`src/rtl/flappy_pkg.sv`:
```
// ---------------------------------------------------------------------------
// flappy_pkg -- constants and types shared by the LED-column shifters.
//   ROWS          : number of LED rows in one column
//   col_t         : one column pattern, bit i = row i lit
//   PIPE_GAP_DEF  : default number of empty columns between two pipes
// ---------------------------------------------------------------------------
package flappy_pkg;
  localparam int ROWS         = 16;
  localparam int PIPE_GAP_DEF = 3;

  typedef logic [ROWS-1:0] col_t;
endpackage

```
`src/rtl/shifter_right_col_gap_counter.sv`:
```
// ---------------------------------------------------------------------------
// gap_counter -- counts the empty columns still owed before the next pipe.
//   clk        : system clock
//   rst_n      : asynchronous active-low reset, clears the count
//   clr_i      : synchronous clear (highest priority)
//   load_i     : load load_val_i (a pipe was just injected)
//   dec_i      : decrement by one (an empty column was just shifted in)
//   load_val_i : reload value
//   zero_o     : count is zero, next shift injects a pipe
// ---------------------------------------------------------------------------
module gap_counter #(
  parameter int W = 4
) (
  input  logic         clk,
  input  logic         rst_n,
  input  logic         clr_i,
  input  logic         load_i,
  input  logic         dec_i,
  input  logic [W-1:0] load_val_i,
  output logic         zero_o
);
  logic [W-1:0] cnt_q, cnt_d;

  always_comb begin
    cnt_d = cnt_q;
    if (clr_i)       cnt_d = '0;
    else if (load_i) cnt_d = load_val_i;
    else if (dec_i)  cnt_d = cnt_q - W'(1);
  end

  always_ff @(posedge clk or negedge rst_n) begin
    if (!rst_n) cnt_q <= '0;
    else        cnt_q <= cnt_d;
  end

  assign zero_o = (cnt_q == '0);
endmodule

```
`src/rtl/shifter_right_col.sv`:
```
// ---------------------------------------------------------------------------
// shifter_right_col -- rightmost LED column of the scrolling pipe field.
// On every shift strobe the column either takes a fresh pipe pattern or,
// while the gap counter is running, an empty/fill column.
//   PIPE_GAP  : empty columns between consecutive pipes (0..15)
//   clk       : system clock
//   reset     : asynchronous active-low reset
//   clkP      : shift strobe
//   clkM      : restart strobe, clears column and gap counter
//   gameover  : freezes the column while high
//   newPipe   : pipe pattern injected when the gap count is exhausted
//   pipeRight : fill column for non-pipe shifts (default build)
//   pipeLeft  : fill column for non-pipe shifts when wrapping
//   curCol    : registered column pattern
// Build option: define SHIFTER_RIGHT_WRAP_EN to fill from pipeLeft
// (circular scroll) instead of pipeRight.
// ---------------------------------------------------------------------------
module shifter_right_col
  import flappy_pkg::*;
#(
  parameter int PIPE_GAP = PIPE_GAP_DEF
) (
  input  logic  clk,
  input  logic  reset,
  input  logic  clkP,
  input  logic  clkM,
  input  logic  gameover,
  input  col_t  newPipe,
  input  col_t  pipeRight,
  input  col_t  pipeLeft,
  output col_t  curCol
);
  col_t curCol_q, curCol_d;
  col_t fill;
  logic gap_zero;
  logic shift, load, dec;

`ifdef SHIFTER_RIGHT_WRAP_EN
  assign fill = pipeLeft;
  logic unused_fill;
  assign unused_fill = ^pipeRight;
`else
  assign fill = pipeRight;
  logic unused_fill;
  assign unused_fill = ^pipeLeft;
`endif

  // clkM overrides everything; gameover blocks the strobe.
  assign shift = clkP & ~gameover & ~clkM;
  assign load  = shift &  gap_zero;
  assign dec   = shift & ~gap_zero;

  gap_counter #(.W(4)) u_gap (
    .clk        (clk),
    .rst_n      (reset),
    .clr_i      (clkM),
    .load_i     (load),
    .dec_i      (dec),
    .load_val_i (4'(PIPE_GAP)),
    .zero_o     (gap_zero)
  );

  always_comb begin
    curCol_d = curCol_q;
    if (clkM)      curCol_d = '0;
    else if (load) curCol_d = newPipe;
    else if (dec)  curCol_d = fill;
  end

  always_ff @(posedge clk or negedge reset) begin
    if (!reset) curCol_q <= '0;
    else        curCol_q <= curCol_d;
  end

  assign curCol = curCol_q;
endmodule

```
`config.mk`:
```
export PLATFORM = sky130hd
export DESIGN_NAME = shifter_right_col
export DESIGN_NICKNAME = d
export VERILOG_FILES = /design/src/rtl/flappy_pkg.sv /design/src/rtl/shifter_right_col_gap_counter.sv /design/src/rtl/shifter_right_col.sv
export SDC_FILE = /design/constraint.sdc
export NUM_CORES = 1
export LEC_CHECK = 0
export ABC_CLOCK_PERIOD_IN_PS = 1700
export CORE_MARGIN = 2
export CORE_UTILIZATION = 30
export DETAILED_ROUTE_END_ITERATION = 8
export GPL_ROUTABILITY_DRIVEN = 0
export HOLD_SLACK_MARGIN = 0.1
export PLACE_DENSITY_LB_ADDON = 0.08
export RECOVER_POWER = 100
export SLEW_MARGIN = 20
export SYNTH_ARGS = -nofsm -noshare
export SYNTH_HDL_FRONTEND = slang
export SYNTH_SLANG_ARGS = --single-unit
```
`constraint.sdc`:
```
create_clock -name clk -period 1.7 [get_ports clk]
set_clock_uncertainty 0.15 [all_clocks]
set_input_delay 0.255 -clock clk [delete_from_list [all_inputs] [get_ports clk]]
set_output_delay 0.255 -clock clk [all_outputs]
set_load 0.02 [all_outputs]
```
# Yosys cells after proc, flatten, opt, wreduce, memory -nomap -nowiden
# Index checks and enable logic that the tools add are counted.
# word_totals
register_bits	20
input_bits	53
output_inout_bits	16
# op_classes
add_sub_neg	1
muxes	6
bitwise	7
reduce_logical	2
# ops
operator	count
$mux W16	3
$mux W4	3
$and A1 B1 Y1	4
$logic_not A4 Y1	1
$sub A4 B1 Y4 const B	1
$not A1 Y1	3
$reduce_bool A3 Y1	1

# Longest topological paths before layout
# logic_depth
ltp_word	7
depth_mapped	6
ltp_nobuf	5

# Modules after synthesis
# Synthesis repeated with hierarchy kept, for this count alone.
# hier_totals
cells_unflattened	87
hier_area_um2	1079.8
# modules_own_cells
module	instances	cells_per_inst	area_per_inst_um2	seq_area_each_um2
shifter_right_col	1	60	813.3	400.4
gap_counter	1	27	266.5	100.1

# Worst setup path before layout
# No wires, ideal clock.
# synth_timing
path_type	flip-flop to flip-flop
from	register u_gap.cnt_q[0]
to	register curCol_q[10] (netlist: curCol[10])
arrival_ns	1.424
slack_ns	0.000
path_stages_with_launch	7
n_path_buf	1
period_less_slack_ns	1.700
cell_sequence	dfrtp_1 > inv_1 > ha_1 > nor3b_2 > nor3_2 > buf_2 > a221o_1
# synth_between
elab_chain_cells	4
# synth_rtl
item	line	rtl
from (decl)	shifter_right_col_gap_counter.sv:22	logic [W-1:0] cnt_q, cnt_d;
from (signal assigned)	shifter_right_col_gap_counter.sv:33	else cnt_q <= cnt_d;
$logic_not A4 Y1 *	shifter_right_col_gap_counter.sv:36	assign zero_o = (cnt_q == '0);
$and A1 B1 Y1 or $not A1 Y1 (tied branches)	shifter_right_col.sv:50, shifter_right_col.sv:51	
$mux W16 or $and A1 B1 Y1 (tied branches)	shifter_right_col.sv:66, shifter_right_col.sv:51	
$mux W16 or $reduce_bool A3 Y1 (tied branches)	n/a	
to (signal assigned)	shifter_right_col.sv:72	else curCol_q <= curCol_d;
to (decl)	shifter_right_col.sv:33	col_t curCol_q, curCol_d;
# Every way passes the cells marked *; elsewhere a longest branch is shown, timed or not.
# A chain may end at the register's enable or synchronous reset.

# Final worst setup path
# layout_timing
from	input port clkP
to	register curCol_q[11] (netlist: curCol[11])
# layout_between
elab_chain_cells	5
# layout_rtl
item	line	rtl
from (decl)	shifter_right_col.sv:25	input logic clkP,
$and A1 B1 Y1 * (2 in series)	shifter_right_col.sv:49	assign shift = clkP & ~gameover & ~clkM;
$and A1 B1 Y1	shifter_right_col.sv:50	assign load = shift & gap_zero;
$mux W16	shifter_right_col.sv:66	else if (load) curCol_d = newPipe;
$mux W16	shifter_right_col.sv:65	if (clkM) curCol_d = '0;
# Marks and branches as above.

==> summary.md <==
The floorplan step set the die width to 61 µm. The number of clock sinks seen by CTS is 20. Compared with the post-synthesis result, the final layout area differs by 64.7%. The most critical setup path has its startpoint at clkP.

The H-tree depth is 1. Post-route DRC violation count: 0. The final layout contains 200 nets. The instance count after placement with tap cells included came out at 182. The maximum VDD drop came out at 0.000258 V. The capturing point of the worst reg2reg path was curCol[12]. TritonCTS built the clock tree. The via count of the first global-routing pass is 1011. Setup repair after global routing could not meet its margin everywhere.

After floorplanning, the core was sized to cover 3080 µm². The die outline area was 3720 µm². The share of total power dissipated in combinational logic is 27.9%. The synthesized area per cell is 12.2 µm².

The number of I/O pins is 69. In the global route stage, overall resource usage came out at 16.1%. For this run, the top clock speed supported by timing is 581 MHz. The first detailed-routing pass took 4 iterations.

Ranked by total cell area, the synthesized netlist is headed by sky130_fd_sc_hd__dfrtp_1 (51%), sky130_fd_sc_hd__a221o_1 (15%), sky130_fd_sc_hd__nor3b_1 (12%). The synthesized design contains 0 enable-type register cells. After clock tree synthesis, the clock-pin slew on the worst setup and hold paths is 0.12 ns. The tools report the leakage power figure as 0.669 nW. In the synthesized netlist the async set-or-reset flop fraction comes to 100%.

The Yosys step of the flow raised 0 warnings. The checks that failed: setup timing. The end of the critical path is curCol[11]. In the synthesized netlist, the number of instances is 80.

The buffers plus inverters on the worst setup path was 3; the required time reported for the critical path endpoint was 1.74 ns. After synthesis the netlist holds a flip-flop and latch count of 20. The critical path is of the primary input to flip-flop type. The worst hold path begins at newPipe[8]. The number of buffers added on ports was 52.

Measured along the y axis, the die boundary spans 61 µm. In the finished design, the share of the clock period the worst path needs comes to 101%. The length in cells of the worst reg-to-reg path is 7. The setup violation total in the final timing report is 12. The run gives -0.0212 ns as the final worst slack. The leading cell type by number of instances after synthesis was sky130_fd_sc_hd__dfrtp_1. The worst register-to-register path begins at u_gap.cnt_q[0]. Walking the worst path, the cells encountered are clkdlybuf4s50_1, clkbuf_4, nor2b_1, clkbuf_2, nor3b_1, a221o_1. Detailed placement finished with a half-perimeter wire length of 1940 µm. Final hold violation count: 0. The internal portion of the total power is 810 µW. The worst pin sits at a relative slew slack of 29.6%.

On the critical path, the stage with the largest delay is an instance of sky130_fd_sc_hd__clkdlybuf4s50_1. Cells with a size suffix above 1 make up 17.2% of the layout. The starting density of the core came out at 31.7%. Delay of the slowest cell on the worst path: 0.47 ns. The total power density per cell area is 692 nW/µm². The max-capacitance violation count came out at 0. After layout, the minimum clock period comes to 1.72 ns. The top cell type by total area after synthesis is sky130_fd_sc_hd__dfrtp_1. The tools report the final cell utilization of the core as 52.2%. For this design the total switching power over the nets is 301 µW.

The clock reaches the later pin of the worst-skew pair after 0.30 ns. The number of buffers on the longest clock path is 2. The worst setup path is captured at a flip-flop. The finished layout holds 189 standard cells, fillers aside. Global routing finished with a remaining overflow of 0.

Before CTS, the worst setup slack after placement is -0.528 ns. The run gives 0 as the quantity of hold-fixing buffers added after cts. The pin count of the biggest net entering global routing came out at 22. Most common flop cell mapped by yosys: sky130_fd_sc_hd__dfrtp_1. The worst hold path belongs to the class primary input to flip-flop.

Along the worst path, the maximum fanout reaches 21. The share of total power dissipated in the clock network is 24.8%. The combined area of all synthesized cells is 975 µm², and the post-detailed-route via-to-cell ratio is 4.92.

The first-iteration detailed-routing DRC count came out at 38. The first global-routing pass estimated 4470 µm of wire. The number of antenna violations at the first check in global routing came out at 0. The worst setup path is launched from a primary input. The run finished, with violations left. The initialized floorplan defines 20 standard-cell rows.

For flop-to-flop paths, the worst setup slack is -0.01 ns. Aggregate routed wire length: 2650 µm. The net count of the mapped netlist was 134; the share of total power consumed by net switching was 27.1%. Sorting the synthesized cells by how often they occur yields sky130_fd_sc_hd__dfrtp_1 (20), sky130_fd_sc_hd__a221o_1 (15), sky130_fd_sc_hd__nor3b_1 (15), sky130_fd_sc_hd__nor2_1 (4), sky130_fd_sc_hd__clkbuf_1 (3). For the pin with the worst max-slew slack, the measured transition is 1.06 ns. The total via count in the routed design was 930; the data arrival time of the critical path was 1.76 ns. After synthesis, flip-flops and latches occupy 51.3% of the total area. Counting buffers and inverters, the worst setup path is 6 cells deep.

After detailed routing, the average wire length per cell comes to 14.0 µm. In this run, flip-flops and latches consume 47.4% of the power. Once detail routing completed, the nets flagged for antenna violations numbered 0.

CTS placed an instance of sky130_fd_sc_hd__clkbuf_4 at the clock tree root. Yosys mapped the design onto 25 distinct sky130hd cell types. Area share of the largest cell type after synthesis: 51.3%. On the critical path the largest part of the delay comes from buffers and inverters. The max-slew violation total from the final report was 0; the number of buffers created by CTS was 3. The diode insertion count for antenna repair is 0.
sequential cells by signal, indices dropped and copies added, names as in the netlist:
name / count
curCol: 16
u_gap.cnt_q: 4
worst min path at each step:
stage | cells after the start | slack [ns] | end
global placement | 2 | 0.41 | curCol[0]
detailed placement | 2 | 0.42 | curCol[0]
floorplan | 0 | -0.19 | curCol[0]
global route | 2 | 0.41 | curCol[15]
finish | 2 | 0.41 | curCol[8]
CTS | 2 | 0.14 | u_gap.cnt_q[2]
worst register-to-register path, stage by stage (launching register included):
cell and delay [ns]:
sky130_fd_sc_hd__dfrtp_1 0.36, sky130_fd_sc_hd__inv_1 0.04, sky130_fd_sc_hd__ha_1 0.21, sky130_fd_sc_hd__buf_4 0.13
sky130_fd_sc_hd__nand3b_1 0.13, sky130_fd_sc_hd__nor4_2 0.07, sky130_fd_sc_hd__buf_12 0.16, sky130_fd_sc_hd__a221o_1 0.35
per-layer routing:
metal	share of wire (%)	global-route usage, %
met1	45	20.6
met4	1.2	6.52
met2	48	26.4
met3	5.1	3.62
met5	0	0
placed cells by master, fill, tap and decap left out, drive strengths merged:
| master | count |
|---|---|
| a2111oi | 1 |
| a211oi | 2 |
| a21o | 1 |
| a21oi | 1 |
| a221o | 15 |
| buf | 12 |
| clkbuf | 23 |
| clkdlybuf4s50 | 36 |
| dfrtp | 20 |
| ha | 1 |
| inv | 2 |
| mux2i | 1 |
| nand2 | 1 |
| nand2b | 1 |
| nand3b | 1 |
| nor2 | 4 |
| nor2b | 1 |
| nor3 | 1 |
| nor3b | 16 |
| nor4 | 1 |
| o31ai | 1 |
| or3b | 1 |
| or4 | 1 |
| xnor2 | 1 |
what timing repair did:
| item | 4_1_cts | 5_1_grt |
|---|---|---|
| gates resized for setup | 2 | 17 |
| pin swaps | 1 | 0 |
| setup buffers | 3 | 0 |
| setup endpoints to repair | 16 | 33 |
logic make-up (layout without fill, tap and decap cells):
| kind of cell | Yosys count | in the layout | share of synthesized area, % |
|---|---|---|---|
| and+or+nand+nor | 28 | 28 | 21.2 |
| AOI/OAI and AO/OA | 21 | 21 | 20.5 |
| DFF | 20 | 20 | 51.3 |
| buffers and inverters | 8 | 73 | 3.72 |
| adders and majority gates | 1 | 1 | 1.28 |
| xor gates and xnor gates | 1 | 1 | 0.899 |
| muxes | 1 | 1 | 1.03 |
metrics by stage:
step	hold WS, ns	total power, mW	setup TNS, ns	area, µm²
floorplan	-0.191	0.670	0	981
global placement	0.408	0.874	-7.24	1640
detailed placement	0.423	0.879	-7.76	1640
CTS	0.137	1.16	-0.115	1720
global route	0.406	1.17	-1.54	1610
finish	0.411	1.11	-0.110	1610
cell type report:
class / instances / area [µm²]
sequential: 20 / 500
multi-input combinational: 52 / 467
clock buffer: 4 / 36.3
inverter: 2 / 7.51
timing repair buffer: 67 / 539
fill: 319 / 1470
tap: 44 / 55.1
power groups by stage:
stage / Sequential, mW / Clock, mW / Combinational (mW)
after floorplan: 0.572 / 0 / 0.0987
after global placement: 0.535 / 0 / 0.339
after detailed placement: 0.535 / 0 / 0.344
after CTS: 0.527 / 0.282 / 0.356
after global routing: 0.532 / 0.302 / 0.336
final: 0.526 / 0.275 / 0.310
No activity file was read; power rests on OpenSTA's default activity.
